<file path="config.mk">
export PLATFORM = sky130hd
export DESIGN_NAME = wb_regfile
export DESIGN_NICKNAME = d
export VERILOG_FILES = /design/src/rtl/wb_regfile.sv
export SDC_FILE = /design/constraint.sdc
export NUM_CORES = 2
export LEC_CHECK = 0
export ABC_CLOCK_PERIOD_IN_PS = 2150
export BUFFER_PORTS_ARGS = -buffer_cell sky130_fd_sc_hd__buf_2
export CELL_PAD_IN_SITES_DETAIL_PLACEMENT = 0
export CELL_PAD_IN_SITES_GLOBAL_PLACEMENT = 1
export CORE_MARGIN = 3
export CORE_UTILIZATION = 35
export CTS_BUF_LIST = sky130_fd_sc_hd__clkbuf_4 sky130_fd_sc_hd__clkbuf_8
export DETAILED_ROUTE_END_ITERATION = 10
export PLACE_DENSITY_LB_ADDON = 0.3
export SYNTH_ARGS = -nofsm -noshare
export SYNTH_HDL_FRONTEND = slang
export SYNTH_SLANG_ARGS = --single-unit
</file>
<file path="constraint.sdc">
create_clock -name clk -period 2.15 [get_ports clk]
set_clock_uncertainty 0.05 [all_clocks]
set_input_delay 0.215 -clock clk [delete_from_list [all_inputs] [get_ports clk]]
set_output_delay 0.215 -clock clk [all_outputs]
set_load 0.02 [all_outputs]
</file>
<file path="src/rtl/wb_regfile.sv">
// Register file: 32 x 32-bit GPRs with two combinational read ports and a HI/LO pair.
// Optional write-to-read forwarding lets the same cycle's write-back value reach the read ports.
module wb_regfile #(
  parameter bit BYPASS_EN = 1'b1,
  parameter int DATA_W    = 32
) (
  input  logic              clk,
  input  logic              rst,
  input  logic [4:0]        wb_wd,
  input  logic              wb_wreg,
  input  logic [DATA_W-1:0] wb_wdata,
  input  logic              wb_whilo,
  input  logic [DATA_W-1:0] wb_hi,
  input  logic [DATA_W-1:0] wb_lo,
  input  logic              re1,
  input  logic [4:0]        raddr1,
  output logic [DATA_W-1:0] rdata1,
  input  logic              re2,
  input  logic [4:0]        raddr2,
  output logic [DATA_W-1:0] rdata2,
  output logic [DATA_W-1:0] hi_o,
  output logic [DATA_W-1:0] lo_o
);

  logic [DATA_W-1:0] gpr [32];
  logic [DATA_W-1:0] hi;
  logic [DATA_W-1:0] lo;

  // Reset clears the whole array asynchronously so stale values never survive a reset pulse.
  always_ff @(posedge clk or negedge rst) begin
    if (!rst) begin
      for (int i = 0; i < 32; i++) gpr[i] <= '0;
      hi <= '0;
      lo <= '0;
    end else begin
      if (wb_wreg && (wb_wd != 5'd0)) gpr[wb_wd] <= wb_wdata;
      if (wb_whilo) begin
        hi <= wb_hi;
        lo <= wb_lo;
      end
    end
  end

  function automatic logic [DATA_W-1:0] read_port(
    input logic              rst_l,
    input logic              en,
    input logic [4:0]        addr,
    input logic [DATA_W-1:0] stored
  );
    logic [DATA_W-1:0] val;
    val = stored;
    if (!rst_l || !en || (addr == 5'd0)) val = '0;
    else if (BYPASS_EN && wb_wreg && (wb_wd == addr)) val = wb_wdata;
    return val;
  endfunction

  always_comb begin
    rdata1 = read_port(rst, re1, raddr1, gpr[raddr1]);
    rdata2 = read_port(rst, re2, raddr2, gpr[raddr2]);
  end

  assign hi_o = hi;
  assign lo_o = lo;

endmodule

</file>
After elaboration in Yosys (flattened, before gate mapping)
Index checks and enable logic that the tools add are counted.
{"block": "totals", "inputBits": 117, "ff_bits": 1088, "output_inout_bits": 128, "word_cells": 70}
{"block": "classes", "n_reduce_logical": 14, "order_cmp": 4, "n_bitwise": 3, "n_mux": 13, "eq_ne": 2}
{"cell": "1024-bit bitwise mux", "n": 1}
{"cell": "32-bit binary-select mux with 5-bit select", "n": 2}
{"cell": "32-bit 2-to-1 mux", "n": 9}
{"cell": "32-bit demux with 5-bit select", "n": 1}
{"cell": "6-bit >= comparator (second input constant)", "n": 3}
{"cell": "5-bit inverter with 6-bit output", "n": 3}
{"cell": "5-bit equality test", "n": 2}
{"cell": "5-bit logical NOT", "n": 2}
{"cell": "6-bit by 1-bit < comparator with 1-bit output (second input constant)", "n": 1}
{"cell": "5-bit nonzero test", "n": 1}
{"cell": "1-bit logical AND", "n": 4}
{"cell": "1-bit logical OR", "n": 4}
{"cell": "1-bit logical NOT", "n": 3}

Logic depth before layout (Yosys ltp)
{"block": "logic_depth", "word_depth": 6, "depth_mapped": 9, "depth_no_buf": 5}

Worst setup path after synthesis
OpenSTA, ideal clock, no wires.
{"block": "synth_path", "kind": "input to output", "from": "input port raddr1[0]", "to": "output port rdata1[30]", "n_path_buf": 4, "t_required_ns": 1.885, "setup_slack_ns": -0.067, "t_arrival_ns": 1.952, "stages": 9, "cell_sequence": "buf_6 -> buf_6 -> buf_6 -> buf_4 -> mux2i_1 -> a21oi_1 -> o211ai_1 -> o2111a_1 -> nor4_1"}
{"block": "synth_via", "elab_chain_len": 6, "elab_cells_between_ends": 10, "classes_between": "1 x eq/ne; 5 x mux; 1 x bitwise; 3 x reduce/logical"}
{"item": "start: declaration", "line_no": "16", "text": "input logic [4:0] raddr1,"}
{"item": "5-bit inverter with 6-bit output (not written as such)", "line_no": "58", "text": "rdata1 = read_port(rst, re1, raddr1, gpr[raddr1]);"}
{"item": "32-bit binary-select mux with 5-bit select", "line_no": "58"}
{"item": "32-bit 2-to-1 mux (not written as such) (2 in series)", "line_no": "58"}
{"item": "32-bit 2-to-1 mux", "line_no": "53", "text": "else if (BYPASS_EN && wb_wreg && (wb_wd == addr)) val = wb_wdata;"}
{"item": "32-bit 2-to-1 mux *", "line_no": "52", "text": "if (!rst_l || !en || (addr == 5'd0)) val = '0;"}
{"item": "end: declaration", "line_no": "17", "text": "output logic [DATA_W-1:0] rdata1,"}
Every way passes the cells marked *; elsewhere a longest branch is shown, timed or not. The select of a mux whose other input is x is not followed.

Worst setup path in the final report
{"block": "layout_path", "from": "register gpr[473] (netlist name)", "to": "output port rdata1[25]"}
{"block": "layout_via", "elab_chain_len": 5}
{"item": "start: declaration", "line_no": "25", "text": "logic [DATA_W-1:0] gpr [32];"}
{"item": "start signal: indexed assignment", "line_no": "36", "text": "if (wb_wreg && (wb_wd != 5'd0)) gpr[wb_wd] <= wb_wdata;"}
{"item": "32-bit binary-select mux with 5-bit select", "line_no": "58"}
{"item": "32-bit 2-to-1 mux (not written as such) (2 in series)", "line_no": "58"}
{"item": "32-bit 2-to-1 mux", "line_no": "53"}
{"item": "32-bit 2-to-1 mux", "line_no": "52"}
No other way between the ends. The select of a mux whose other input is x is not followed.

==> run summary <==
The logs give 0.94 ns for the clock latency of the later-clocked register in the worst-skew pair and 43.6 mW for the internal portion of total power. The worst setup path is of the reg2out kind. The count of yosys warnings during synthesis is 0. For the number of max-slew violations in the final report, the log shows 0. In the routed layout, each cell is associated on average with a via count of 5.75.

For the count of H-tree levels built during CTS, the log shows 4. Of the cells placed in the final design, the portion with a size suffix greater than 1 is 59.2%. The core occupancy in the finished layout is 44.8%, and the number of instances in the placed design is 6420.

The cell count of the worst reg-to-reg path is 2, and the clock edge transition at the registers on the reported setup and hold paths is 0.06 ns. Max-cap violations in this run came to 0. The flow ran to the end, but the final reports show violations.

The tools report the clock sink count as 1088. The logs give 0.699 mV for the maximum vdd drop and 0 for the total overflow reported by the global router. For this block, the routed nets add up to 202000 µm of wire.

The critical path contains buffers and inverters numbering 2 combined. The tools report the setup TNS as -45.54 ns. Traced cell by cell, the critical path runs through buf_6, mux4_2, a22oi_2, o21ai_1, a221o_1, buf_6. For this block, the initial DRC count from the detailed router was 2823. The routed layout has 40200 vias.

The tools report the instance area after placement as 0.0648 mm². In this run, synthesis inferred 0 flip-flops with an integrated enable. The number of buffers on the longest clock path was 3. The pin count of the biggest net entering global routing was 156.

Of the total power, the share spent switching nets is 28.6%. The multi-input combinational cells in the finished layout cover a total of 0.0298 mm². The worst-path maximum fanout is 2, and the portion of the post-synthesis area used by sequential elements is 47.4%.

The checks that failed: negative setup slack. The tools report the kind of start point of the critical path as a register. The largest total area in the synthesized netlist belongs to dfrtp_1. The die covers 0.169 mm². Counting flops and latches in the post-synthesis netlist gives 1088. The layout has 14800 filler cells. For the remaining antenna violation count, the log shows 0. Combinational cells account for 22.6% of the total power. For this run, the top clock speed supported by timing is 0.330 GHz. The die extent in x was 411 µm. For the hold violation count in the final report, the log shows 0. Counting I/O delays and the setup requirement, the final critical path takes 3.03 ns. The length of the first detailed-routing pass in iterations came out at 6.

The top flip-flop cell by instance count after synthesis is dfrtp_1. The largest delay contributor family on the critical path was compound AO/OA/AOI/OAI gates. The worst hold path depth was 3. The power per standard cell area came out at 835 mW/mm².

The tools report the kind of end point of the critical path as an output pin. The number of nets handed over by synthesis was 4139. During I/O placement, the number of pins put on the boundary was 245. The run gives -0.883 ns as the final critical-path setup slack. The path class of the lowest-slack min-delay path is in2reg. The number of global-route vias before repair was 42400. By count the netlist is led by 1150 x mux2_2, 1088 x dfrtp_1, 339 x mux4_2. In this run the power spent charging and discharging nets is 17.5 mW. The number of clock buffers added by TritonCTS is 186. The number of design rule violations left after detail routing is 0, and the smallest hold slack is 0.119 ns.

Of the available clock period, the critical path in the final layout requires 141%. In the post-synthesis netlist, the cell with the most instances is mux2_2. Setup violations remaining at the end of the flow were counted as 64.

The first global-routing pass estimated 297000 µm of wire. The number of antenna violations at the first check in global routing is 5, and the overall power after layout is 61.0 mW. The count of input and output buffers was 244.

The critical path runs through a total of 6 cells. For this design, the slowest cell found on the critical path is mux4_2. In the global route stage, overall resource usage came out at 23.8%.

Registers are responsible for 44.1% of the overall power. The synthesized netlist occupies a cell area of 0.0575 mm². The total leakage power is 31.5 nW. For this run, the post-layout net count is 4780. Setup repair after global routing could not meet its margin everywhere.

The synthesized netlist contains 41 unique library cells. The initial utilization of the core area, before any placement, comes to 35.3%. Before CTS, the worst setup slack after placement is -0.934 ns.

The average wire per cell in the routed design works out to 28.9 µm. With fillers left out, the area of the finished cells amounts to 0.0731 mm². The congestion estimate from routability-driven global placement came to 0.821. The number of cells produced by synthesis came out at 4022.

The proportion of power drawn by the clock network was 33.3%; the worst stage delay on the critical path was 0.46 ns. Ranked by total cell area, the synthesized netlist is headed by dfrtp_1 47%, mux2_2 23%, mux4_2 13%, mux2i_1 4.4%, a221oi_1 1.9%. The synthesized area per cell is 14.3 µm². The pin slew with the least headroom to its limit is 0.973 ns. The cell with the most instances on the worst path is buf_6. TritonCTS built the clock tree. The root buffer cell chosen for the clock tree is clkbuf_8. The run gives 0.0272 mm² as the flip-flop and latch area. The tools report the final non-filler cell total as 6987. The endpoint required time on the critical path is 1.88 ns.

The total area inside the core boundary comes to 0.163 mm². The number of standard-cell rows in the floorplan came out at 148. Compared with the post-synthesis result, the final layout area differs by 27.1%. For the worst setup path, the data arrival time is 2.77 ns. Detailed placement finished with a half-perimeter wire length of 127000 µm.

The fraction of registers with async set or reset after synthesis works out to 100%. The worst pin sits at a relative slew slack of 35.2%. The vertical die dimension is 411 µm.

The area share of the largest cell type after synthesis was 47.4%.
layer usage:
layer / GRT usage (%) / share of wire (%)
met1: 31.7 / 43
met3: 4.50 / 5.5
met4: 9.05 / 3.8
met5: 0 / 0
met2: 38.4 / 47
power by group through the flow:
stage               clock network (mW)  logic, mW  registers (mW)
CTS                               20.8       13.5            26.8
finish                            20.3       13.8            26.9
detailed placement                   0       12.4            27.2
global placement                     0       12.3            27.0
floorplan                            0       8.71            26.5
global route                      21.7       14.8            27.4
sequential cells by signal, indices dropped and copies added (netlist names):
name and flops:
gpr 1024, hi_o 32, lo_o 32
worst min-delay path: cells and delay by family:
kind                   cells  cell delay [ns]
buffers and inverters      2             0.68
muxes                      1             0.16
worst paths after layout:
check,from,to,slack [ns]
min reg2reg,gpr[997],gpr[997],0.34
max reg2reg,lo_o[28],lo_o[28],0.70
max in group asynchronous,rst,hi_o[29],0.51
max,gpr[473],rdata1[25],-0.88
min in group asynchronous,rst,gpr[210],0.21
min,wb_wdata[24],gpr[824],0.12
layout make-up:
| class | count | share of cell area [%] |
|---|---|---|
| antenna | 1 | 0.00342 |
| multi-input combinational | 2475 | 40.8 |
| clock inverter | 25 | 0.207 |
| tap | 2175 | 3.72 |
| timing repair buffer | 907 | 12.7 |
| clock buffer | 311 | 5.32 |
| inverter | 5 | 0.0325 |
| sequential | 1088 | 37.3 |
cell families after synthesis:
group / after synthesis / share of synthesized area, %
xor+xnor: 10 / 0.152
buf+inv: 459 / 3.87
compound gates: 568 / 7.19
mux: 1743 / 40.2
flops: 1088 / 47.4
simple gates: 154 / 1.20
placed cells by master, fill, tap and decap left out, types with 6 or more instances in the layout:
master	count
clkbuf_8	248
nand2_1	10
mux2_2	1150
buf_6	67
clkinv_2	18
buf_12	163
dlygate4sd3_1	228
a221oi_1	48
o221ai_1	47
a22oi_1	13
a21oi_2	48
buf_8	6
a221oi_2	76
a22oi_2	113
o21ai_0	47
xnor2_1	6
o21ai_2	33
mux4_2	339
nor2_1	66
nor2_4	20
dfrtp_1	1088
mux2i_1	251
buf_4	265
buf_2	177
o21ai_1	58
clkbuf_4	63
nand2_2	16
nand3_1	8
a21oi_1	12
a221o_1	59
timing repair:
action	4_1_cts	5_1_grt
resized for setup	333	123
hold endpoints to repair	1529	0
pin swaps	157	47
setup buffers	7	1
setup endpoints to repair	64	231
hold buffers	230	0
Note: power is estimated with default switching activity, not from simulation.
